===== src/rtl/uart_ctrl_pkg.sv =====
// Shared types and constants for the UART-to-AES frame controller.
package uart_ctrl_pkg;

  localparam int         BLK_W        = 128;
  localparam logic [7:0] CMD_KEY_DEF  = 8'hA5;
  localparam logic [7:0] CMD_DATA_DEF = 8'h5A;

  typedef enum logic [1:0] {
    IDLE  = 2'd0,
    RECV  = 2'd1,
    ISSUE = 2'd2
  } state_t;

endpackage


===== src/rtl/uart_frame_ctrl_timer.sv =====
// Inter-byte timeout counter for uart_frame_ctrl; only instantiated when RX_TIMEOUT_EN is defined.
module frame_timer #(
  parameter int TIMEOUT_CYCLES = 1_000_000
) (
  input  logic clk,
  input  logic reset,
  input  logic i_clear,
  input  logic i_enable,
  output logic o_expire
);

  localparam int TW = (TIMEOUT_CYCLES > 2) ? $clog2(TIMEOUT_CYCLES) : 1;
  localparam logic [TW-1:0] LAST = TW'(TIMEOUT_CYCLES - 1);

  logic [TW-1:0] r_count;
  logic          w_at_last;

  assign w_at_last = (r_count == LAST);
  assign o_expire  = i_enable && w_at_last;

  // Saturates at LAST so a stalled enable cannot wrap into a false early expiry.
  always_ff @(posedge clk or negedge reset) begin
    if (!reset) begin
      r_count <= '0;
    end else if (i_clear) begin
      r_count <= '0;
    end else if (i_enable && !w_at_last) begin
      r_count <= r_count + 1'b1;
    end
  end

endmodule


===== src/rtl/uart_frame_ctrl.sv =====
// Assembles a command byte plus BYTES_PER_BLK payload bytes into one AES frame.
// Optional inter-byte timeout is compiled in with `define RX_TIMEOUT_EN.
module uart_frame_ctrl
  import uart_ctrl_pkg::*;
#(
  parameter int         BYTES_PER_BLK  = BLK_W / 8,
  parameter logic [7:0] CMD_KEY        = CMD_KEY_DEF,
  parameter logic [7:0] CMD_DATA       = CMD_DATA_DEF,
  parameter int         TIMEOUT_CYCLES = 1_000_000
) (
  input  logic                         clk,
  input  logic                         reset,
  input  logic [7:0]                   rx_byte,
  input  logic                         rx_done,
  input  logic                         blk_ready,
  output logic [8*BYTES_PER_BLK-1:0]   blk_data,
  output logic                         blk_is_key,
  output logic                         blk_valid,
  output logic                         busy,
  output logic                         err_cmd,
  output logic                         err_ovr,
  output logic                         err_tmo,
  output logic [1:0]                   dbg_state
);

  localparam int FW    = 8 * BYTES_PER_BLK;
  localparam int CNT_W = (BYTES_PER_BLK > 1) ? $clog2(BYTES_PER_BLK) : 1;
  localparam logic [CNT_W-1:0] CNT_LAST = CNT_W'(BYTES_PER_BLK - 1);

  state_t           r_state, w_next;
  logic [CNT_W-1:0] r_cnt;
  logic [FW-1:0]    r_frame;
  logic             r_is_key;
  logic             r_err_cmd;
  logic             r_err_ovr;
  logic             w_is_cmd;
  logic             w_last_byte;
  logic             w_expire;

  assign w_is_cmd    = (rx_byte == CMD_KEY) || (rx_byte == CMD_DATA);
  assign w_last_byte = (r_cnt == CNT_LAST);

`ifdef RX_TIMEOUT_EN
  logic r_err_tmo;

  frame_timer #(.TIMEOUT_CYCLES(TIMEOUT_CYCLES)) u_timer (
    .clk      (clk),
    .reset    (reset),
    .i_clear  ((r_state == IDLE) || rx_done),
    .i_enable (r_state == RECV),
    .o_expire (w_expire)
  );

  always_ff @(posedge clk or negedge reset) begin
    if (!reset) r_err_tmo <= 1'b0;
    else        r_err_tmo <= (r_state == RECV) && w_expire && !rx_done;
  end

  assign err_tmo = r_err_tmo;
`else
  assign w_expire = 1'b0;
  assign err_tmo  = 1'b0;
`endif

  always_ff @(posedge clk or negedge reset) begin
    if (!reset) r_state <= IDLE;
    else        r_state <= w_next;
  end

  always_comb begin
    w_next = r_state;
    case (r_state)
      IDLE:    if (rx_done && w_is_cmd) w_next = RECV;
      RECV: begin
        if (rx_done && w_last_byte) w_next = ISSUE;
        else if (!rx_done && w_expire) w_next = IDLE;
      end
      ISSUE:   if (blk_ready) w_next = IDLE;
      default: w_next = IDLE;
    endcase
  end

  // Handshake: blk_valid holds with blk_data/blk_is_key frozen until a cycle
  // where blk_valid && blk_ready; that cycle transfers the frame.
  always_comb begin
    blk_valid = (r_state == ISSUE);
    busy      = (r_state != IDLE);
    dbg_state = r_state;
  end

  always_ff @(posedge clk or negedge reset) begin
    if (!reset) begin
      r_cnt     <= '0;
      r_frame   <= '0;
      r_is_key  <= 1'b0;
      r_err_cmd <= 1'b0;
      r_err_ovr <= 1'b0;
    end else begin
      r_err_cmd <= (r_state == IDLE)  && rx_done && !w_is_cmd;
      r_err_ovr <= (r_state == ISSUE) && rx_done;
      if (r_state == IDLE && rx_done && w_is_cmd) begin
        r_is_key <= (rx_byte == CMD_KEY);
        r_cnt    <= '0;
      end else if (r_state == RECV && rx_done) begin
        r_frame <= {r_frame[FW-9:0], rx_byte};
        r_cnt   <= w_last_byte ? '0 : r_cnt + 1'b1;
      end else if (r_state == RECV && w_expire) begin
        r_frame <= '0;
        r_cnt   <= '0;
      end
    end
  end

  assign blk_data   = r_frame;
  assign blk_is_key = r_is_key;
  assign err_cmd    = r_err_cmd;
  assign err_ovr    = r_err_ovr;

endmodule


===== config.mk =====
export PLATFORM = sky130hd
export DESIGN_NAME = uart_frame_ctrl
export DESIGN_NICKNAME = d
export VERILOG_FILES = /design/src/rtl/uart_ctrl_pkg.sv /design/src/rtl/uart_frame_ctrl_timer.sv /design/src/rtl/uart_frame_ctrl.sv
export SDC_FILE = /design/constraint.sdc
export NUM_CORES = 1
export LEC_CHECK = 0
export CAP_MARGIN = 20
export CORE_MARGIN = 1.5
export CORE_UTILIZATION = 40
export CTS_BUF_LIST = sky130_fd_sc_hd__clkbuf_4
export CTS_CLUSTER_DIAMETER = 60
export DETAILED_ROUTE_END_ITERATION = 10
export GPL_TIMING_DRIVEN = 1
export PLACE_DENSITY = 0.72
export SLEW_MARGIN = 5
export SYNTH_ARGS = -nofsm -noshare
export SYNTH_HDL_FRONTEND = slang
export SYNTH_SLANG_ARGS = --single-unit

===== constraint.sdc =====
create_clock -name clk -period 3.9 [get_ports clk]
set_input_delay 0.78 -clock clk [delete_from_list [all_inputs] [get_ports clk]]
set_output_delay 0.78 -clock clk [all_outputs]
set_load 0.01 [all_outputs]

### Yosys cells after proc, flatten, opt, wreduce, memory -nomap -nowiden

Index checks and enable logic that the tools add are counted.

| cells by class | value |
|---|---|
| reduce and logical (&&, ||, !) cells | 14 |
| bitwise logic cells | 1 |
| $lt $le $gt $ge | 0 |
| shift-type cells | 0 |
| $mul | 0 |
| mux-type cells | 7 |
| div/mod/pow operators | 0 |
| add/subtract/negate cells | 1 |
| eq/ne operators | 8 |

Operator list:

| kind | count |
|---|---|
| $mux 4 | 3 |
| $eq 8x7->1 const B | 1 |
| $eq 8x8->1 const B | 1 |
| $logic_and 1x1->1 | 7 |
| $mux 2 | 3 |
| $ne 2x2->1 const B | 3 |
| $pmux 2 s3 | 1 |
| $add 4x1->4 const B | 1 |
| $eq 4x4->1 const B | 1 |
| $reduce_bool 2->1 | 2 |
| $reduce_and 3->1 | 1 |
| $eq 2x1->1 const B | 1 |
| $eq 2x2->1 const B | 1 |
| $logic_not 2->1 | 1 |
| $reduce_and 2->1 | 1 |
| $logic_not 1->1 | 1 |
| $logic_or 1x1->1 | 1 |
| $not 1->1 | 1 |

| word-level totals | value |
|---|---|
| output and inout port bits | 136 |
| memories kept | 0 |
| memory bits (read-only) | 0 |
| flip-flop bits (word level) | 137 |
| RAM bits | 0 |
| latch bits | 0 |
| input port bits | 12 |

### Logic depth before layout (Yosys ltp)

Gate-level depths: netlist of run 1.

| logic depth | value |
|---|---|
| word-level depth | 5 |
| gate-level depth with buffers | 6 |
| gate-level depth less buffers | 4 |

### Worst setup path before layout of run 1

No wires, ideal clock.

| timing path | value |
|---|---|
| kind | input to register |
| start | input rx_byte[1] |
| end | register r_is_key, in the netlist blk_is_key |
| data arrival time | 1.558 ns |
| required time | 3.757 ns |
| buffers on the path | 0 |
| library setup time | 0.143 ns |
| slack | 2.199 ns |
| cell stages on the path | 4 |
| path through | nor4bb_1 nand2_1 a21oi_1 o22ai_1 |

| between the ends | value |
|---|---|
| longest elaborated chain between the ends | 3 |

Ends and longest elaborated chain:

| element | RTL line | RTL |
|---|---|---|
| start: declaration | uart_frame_ctrl.sv:13 | `input logic [7:0] rx_byte,` |
| $eq 8x8->1 or $eq 8x7->1 (tied branches) | uart_frame_ctrl.sv:40, uart_frame_ctrl.sv:102 |  |
| $logic_or 1x1->1 | uart_frame_ctrl.sv:40 | `assign w_is_cmd = (rx_byte == CMD_KEY) \|\| (rx_byte == CMD_DATA);` |
| $logic_and 1x1->1 | uart_frame_ctrl.sv:101 | `if (r_state == IDLE && rx_done && w_is_cmd) begin` |
| end signal: assignment | uart_frame_ctrl.sv:102 | `r_is_key <= (rx_byte == CMD_KEY);` |
| end: declaration | uart_frame_ctrl.sv:33 | `logic r_is_key;` |

Several ways; a longest one is shown, not always the timed one.
A chain may end at the register's enable or synchronous reset.

### Worst setup path in the final report of run 1

| timing path | value |
|---|---|
| start | register r_state[1], in the netlist dbg_state[1] |
| end | output blk_valid |

| between the ends | value |
|---|---|
| longest elaborated chain between the ends | 1 |

Ends and longest elaborated chain:

| element | RTL line | RTL |
|---|---|---|
| start: declaration | uart_frame_ctrl.sv:30 | `state_t r_state, w_next;` |
| start signal: assignment | uart_frame_ctrl.sv:67 | `else r_state <= w_next;` |
| $eq 2x2->1 | uart_frame_ctrl.sv:86 | `blk_valid = (r_state == ISSUE);` |
| end: declaration | uart_frame_ctrl.sv:18 | `output logic blk_valid,` |

No other way between the ends.

==> out/metrics.yaml, run 1 <==
grt_remaining_overflow: 0
crit_fanout: 5
drtPass1Iterations: 4
end_kind: "output pin"
start_util_pct: 41.2
clock_latency_ns: 0.50
finClkSkew_ns: 0.0187
cts_hold_buf: 0
ys_seq_area_share_pct: 65.3
power_w: 0.00345
r2r_setup_slack_ns: 2.00
final_common_cell: "nand2_1"
required_ns: 3.12
fmax_mhz: 406
crit_arrival_ns: 1.68
grt_pass1_wl_um: 21200
seqPwrFrac_pct: 50.8
clk_pin_slew_worst_paths_ns: 0.12
worstHoldPathType: "primary input to async pin"
core-area_um2: 12700
slew_viol_final: 0
clock_sinks: 137
finalCriticalPeriod_ns: 2.46
rsz0062_at_grt: "false"
status: "finished, final reports clean"
post_cts_buffers: 0
tns_ns: 0
antenna_found_initial: 0
postSynthCellCount: 592
vias_per_cell: 4.72
setup_ws_ns: 1.44
grt_use_total_pct: 18.9
worst-slew-pin-transition_ns: 0.719
relSlewSlack_pct: 52.0
syn_to_final_growth_pct: 36.5
io_buffers: 146
gp_congestion: 0.775
vias: 4325
ys_seq_elements: 137
diodes: 0
p_clk_share_pct: 28.5
synth_fp_nets: 605
irDropWorstVdd_mv: 0.427
final_cell_mix: "nand2_1, clkdlybuf4s50_1, dfrtp_1"
grt_pass1_vias: 4359
die_y_um: 118
r2r_cells: 5
htree_levels: 4
cts_buffer_depth: 2
hold_violations: 0
cts_resized: 0
wire_per_inst_um: 13.7
rows: 41
initialDrtViolationCount: 228
ant_nets: 0
die_area_um2: 13800
internal_power_w: 0.00247
postRouteWirelength_um: 12500
period_share_pct: 63.2
avgSynthCellArea_um2: 8.86
drc: 0
dp_hpwl_um: 8410
numCtsBuffers: 17
preCtsSetupSlack_ns: 1.20
boundaryPins: 148
synth_edf_count: 0
swShare_pct: 28.3
setup_viol: 0
cts-root-buf: "clkbuf_4"
die_x_um: 118
p_leak_nw: 3.77
yosysWarnings: 0
power.density_nw_per_um2: 482
ys_types: 23
ys.flop_type: "dfrtp_1"
cts_tree: "yes"
switchingPower_w: 0.000979
path_class: "register to output pin"
synth_area_um2: 5250
pwr-share-comb_pct: 20.7
fillerInstances: 1145
drv_cap: 0
r2r-end: "blk_data[113]"
worstReg2RegStart: "dbg_state[0]"
nNetsFinal: 746
grt_max_degree: 124
layout-drive-gt1-share_pct: 4.84
ys_async_sr_fraction_pct: 100
worstSetupStartpointType: "register"
area by class of cell:
| cell class | instances | area (um2) | share of cell area [%] |
|---|---|---|---|
| Clock buffer | 20 | 150 | 2.10 |
| Sequential cell | 137 | 3430 | 47.9 |
| Multi-Input combinational cell | 422 | 1680 | 23.4 |
| Timing Repair Buffer | 152 | 1530 | 21.3 |
| Tap cell | 172 | 215 | 3.01 |
| Inverter | 3 | 11.3 | 0.157 |
| Clock inverter | 10 | 153 | 2.13 |
cell usage after synthesis (2+ instances only):
| cell | n | share of area, % |
|---|---|---|
| buf_2 | 21 | 2.0 |
| a21oi_1 | 5 | 0.48 |
| nor4bb_1 | 4 | 0.76 |
| inv_1 | 3 | 0.21 |
| nor2_1 | 3 | 0.21 |
| dfrtp_1 | 137 | 65 |
| clkbuf_1 | 8 | 0.57 |
| nand2_1 | 395 | 28 |
| nor2b_1 | 2 | 0.24 |
worst max-delay path, stage by stage, from the launching register on:
cell	delay (ns)
dfrtp_1	0.42
nor2b_1	0.22
clkdlybuf4s50_1	0.56
cell families after synthesis:
group,after synthesis,synth area share (%)
AO/OA/AOI/OAI,9,1.00
adder cells (fa/ha/maj),1,0.238
AND/OR/NAND/NOR,410,30.2
flip-flops,137,65.3
XOR/XNOR,1,0.167
buffers and inverters,33,2.93
other,1,0.0715
routing by layer:
layer / share of wire, % / vias up / track usage [%] / wire [um]
met2: 48 / 136 / 29.4 / 6040
li1: - / 2080 / - / -
met3: 7.2 / 5 / 6.98 / 905
met1: 44 / 2104 / 25.1 / 5520
met5: 0 / - / 0 / 0
met4: 0.48 / 0 / 5.41 / 60
power groups by stage:
stage | sequential (W) | clock (W) | combinational (W)
final | 0.00175 | 0.000984 | 0.000714
after detailed placement | 0.00177 | 0 | 0.000719
after global routing | 0.00178 | 0.00108 | 0.000783
after floorplan | 0.00182 | 0 | 0.000218
after CTS | 0.00176 | 0.00102 | 0.000722
after global placement | 0.00177 | 0 | 0.000699
flip-flops by register name, summed over array words and instances (netlist names):
signal and flops:
blk_data 128, blk_is_key 1, dbg_state 2, err_cmd 1, err_ovr 1, r_cnt 4
worst max-delay path by stage:
stage / start / end / slack, ns / cells after the start
5_1_grt: dbg_state[1] / blk_valid / 1.30 / 2
6_report: dbg_state[1] / blk_valid / 1.44 / 2
3_3_place_gp: rx_done / r_cnt[2] / 1.24 / 6
4_1_cts: dbg_state[1] / blk_valid / 1.36 / 2
2_1_floorplan: rx_byte[1] / blk_is_key / 2.20 / 4
3_5_place_dp: rx_done / r_cnt[2] / 1.20 / 6
stage by stage:
step	instance area, um2	instances	util, %	hold slack (ns)
global route	7160	916	56.3	0.0441
global placement	6830	885	53.7	0.458
detailed placement	6830	885	53.7	0.462
floorplan	5250	592	-	0.484
finish	7160	916	56.3	0.106
CTS	7130	915	56.1	0.434
(Power assumes the default switching activity.)
==> run 2: changes to the inputs <==
==> constraint.sdc (replaced) <==
create_clock -name clk -period 2.4 [get_ports clk]
set_input_delay 0.48 -clock clk [delete_from_list [all_inputs] [get_ports clk]]
set_output_delay 0.48 -clock clk [all_outputs]
set_load 0.01 [all_outputs]
==> run 2 against run 1 <==
Total power up 61%. First-iteration DRC count grew 40%. Non-clock buffer count rose by 2. Highest routed layer unchanged. Clock-buffer cell count rose by 1. Core utilization up 0.25 points. Clock skew shrank 0.0063 ns. Register-to-register slack got worse by 1.1 ns. Final cell count is 0.44% higher.
==> out/metrics.yaml, run 2 (synthesized netlist as in run 1, its figures left out) <==
die_x_um: 118  # unchanged
placedInstanceArea_um2: 6900  # +0.95%
cts_tree: "yes"
clock_latency_ns: 0.53  # +0.03 ns
numCtsBuffers: 17  # unchanged
period_share_pct: 92.3
irDropWorstVdd_mv: 0.572  # +34%
grt_max_degree: 87  # -30%
vias: 4327  # +0.046%
cts_buffer_depth: 2  # unchanged
end_kind: "output pin"
dp_hpwl_um: 8400  # -0.12%
grt_remaining_overflow: 0  # unchanged
nNetsFinal: 748  # +0.27%
syn_to_final_growth_pct: 37.1
start_util_pct: 41.2  # unchanged
boundaryPins: 148  # unchanged
slew_viol_final: 0  # unchanged
p_leak_nw: 3.78  # +0.42%
setup_viol: 0  # unchanged
power.density_nw_per_um2: 771  # +60%
worst-slew-pin-transition_ns: 0.508  # -0.211 ns
layout-drive-gt1-share_pct: 5.21  # +0.38 points
post_cts_buffers: 0  # unchanged
relSlewSlack_pct: 66.1  # +14 points
required_ns: 1.92  # -1.20 ns
clock_sinks: 137  # unchanged
worstHoldPathType: "primary input to async pin"
crit_arrival_ns: 1.73  # +0.05 ns
finalHoldWorstSlack_ns: 0.453  # +0.347 ns
grt_pass1_wl_um: 20600  # -2.6%
fin_cells: 920  # +0.44%
finClkSkew_ns: 0.0124  # -0.00626 ns
fillerInstances: 1180  # +3.1%
vias_per_cell: 4.70  # -0.39%
drc: 0  # unchanged
final_cell_mix: "nand2_1, clkdlybuf4s50_1, dfrtp_1"
rsz0062_at_grt: "false"
gp_congestion: 0.844  # +8.9%
path_class: "register to output pin"
hold_violations: 0  # unchanged
diodes: 0  # unchanged
wire_per_inst_um: 13.4  # -2.1%
finalCriticalPeriod_ns: 2.21
initialDrtViolationCount: 319  # +40%
fmax_mhz: 452
utilization_pct: 56.5  # +0.25 points
fin_area_um2: 7190  # +0.44%
grt_pass1_vias: 4310  # -1.1%
antenna_found_initial: 0  # unchanged
cts_resized: 0  # unchanged
die_area_um2: 13800  # unchanged
final_common_cell: "nand2_1"
drtPass1Iterations: 4  # unchanged
cts-root-buf: "clkbuf_4"
crit_fanout: 5  # unchanged
dp_cells: 887  # +0.23%
io_buffers: 146  # unchanged
rows: 41  # unchanged
tns_ns: 0  # unchanged
clk_pin_slew_worst_paths_ns: 0.11  # about the same
htree_levels: 4  # unchanged
postRouteWirelength_um: 12300  # -1.7%
drv_cap: 0  # unchanged
worstSetupStartpointType: "register"
ant_nets: 0  # unchanged
die_y_um: 118  # unchanged
status: "finished, final reports clean"
core-area_um2: 12700  # unchanged
grt_use_total_pct: 18.6  # -0.34 points
largest_reg_flops: 128  # unchanged
## run 2: what timing repair did
| action | in CTS | in global routing |
|---|---|---|
| endpoints found under the hold margin | 52 | 0 |
| endpoints found under the setup margin | 0 | 0 |
| hold buffers | 1 | 0 |
## run 2: power breakdown
part | leakage (nW) | internal [W] | switching, W
Sequential | 1.88 | 0.00259 | 0.000250
Combinational | 1.75 | 0.000604 | 0.000572
Clock | 0.160 | 0.000752 | 0.000782
Total | 3.78 | 0.00394 | 0.00160
## run 2: worst max-delay path: stages, from the launching register on
cell             delay, ns
dfrtp_1               0.42
nor2b_1               0.22
clkdlybuf4s50_1       0.57
## run 2: routing by layer
metal | wire [um] | GRT usage [%] | vias up
met4 | 189 | 7.39 | 0
li1 | - | - | 2095
met3 | 863 | 6.69 | 17
met5 | 0 | 0 | -
met1 | 5530 | 24.2 | 2086
met2 | 5720 | 28.5 | 129
## run 2: path summary, 6_finish.rpt
check                              start       endpoint  slack, ns  depth (start not counted)
setup / recovery            dbg_state[1]      blk_valid       0.19                          2
hold / removal                     reset   blk_data[87]       0.45                          2
setup reg to reg            dbg_state[1]       r_cnt[2]       0.92                          5
hold reg to reg            blk_data[121]  blk_data[121]       0.49                          2
max in group asynchronous          reset    blk_data[0]       1.26                          3
min in group clk           blk_data[121]  blk_data[121]       0.49                          2
## run 2: stage by stage
step / setup WS [ns] / power [W]
after global routing: 0.0348 / 0.00585
after CTS: 0.129 / 0.00561
after detailed placement: 0.220 / 0.00406
after global placement: 0.319 / 0.00404
final: 0.186 / 0.00555
after floorplan: 0.999 / 0.00331
## run 2: layout make-up
type	count	area, um2	area share (%)
Clock buffer	21	158	2.19
Clock inverter	11	129	1.79
Inverter	3	11.3	0.157
Multi-Input combinational cell	422	1680	23.3
Sequential cell	137	3430	47.7
Tap cell	172	215	2.99
Timing Repair Buffer	154	1580	21.9
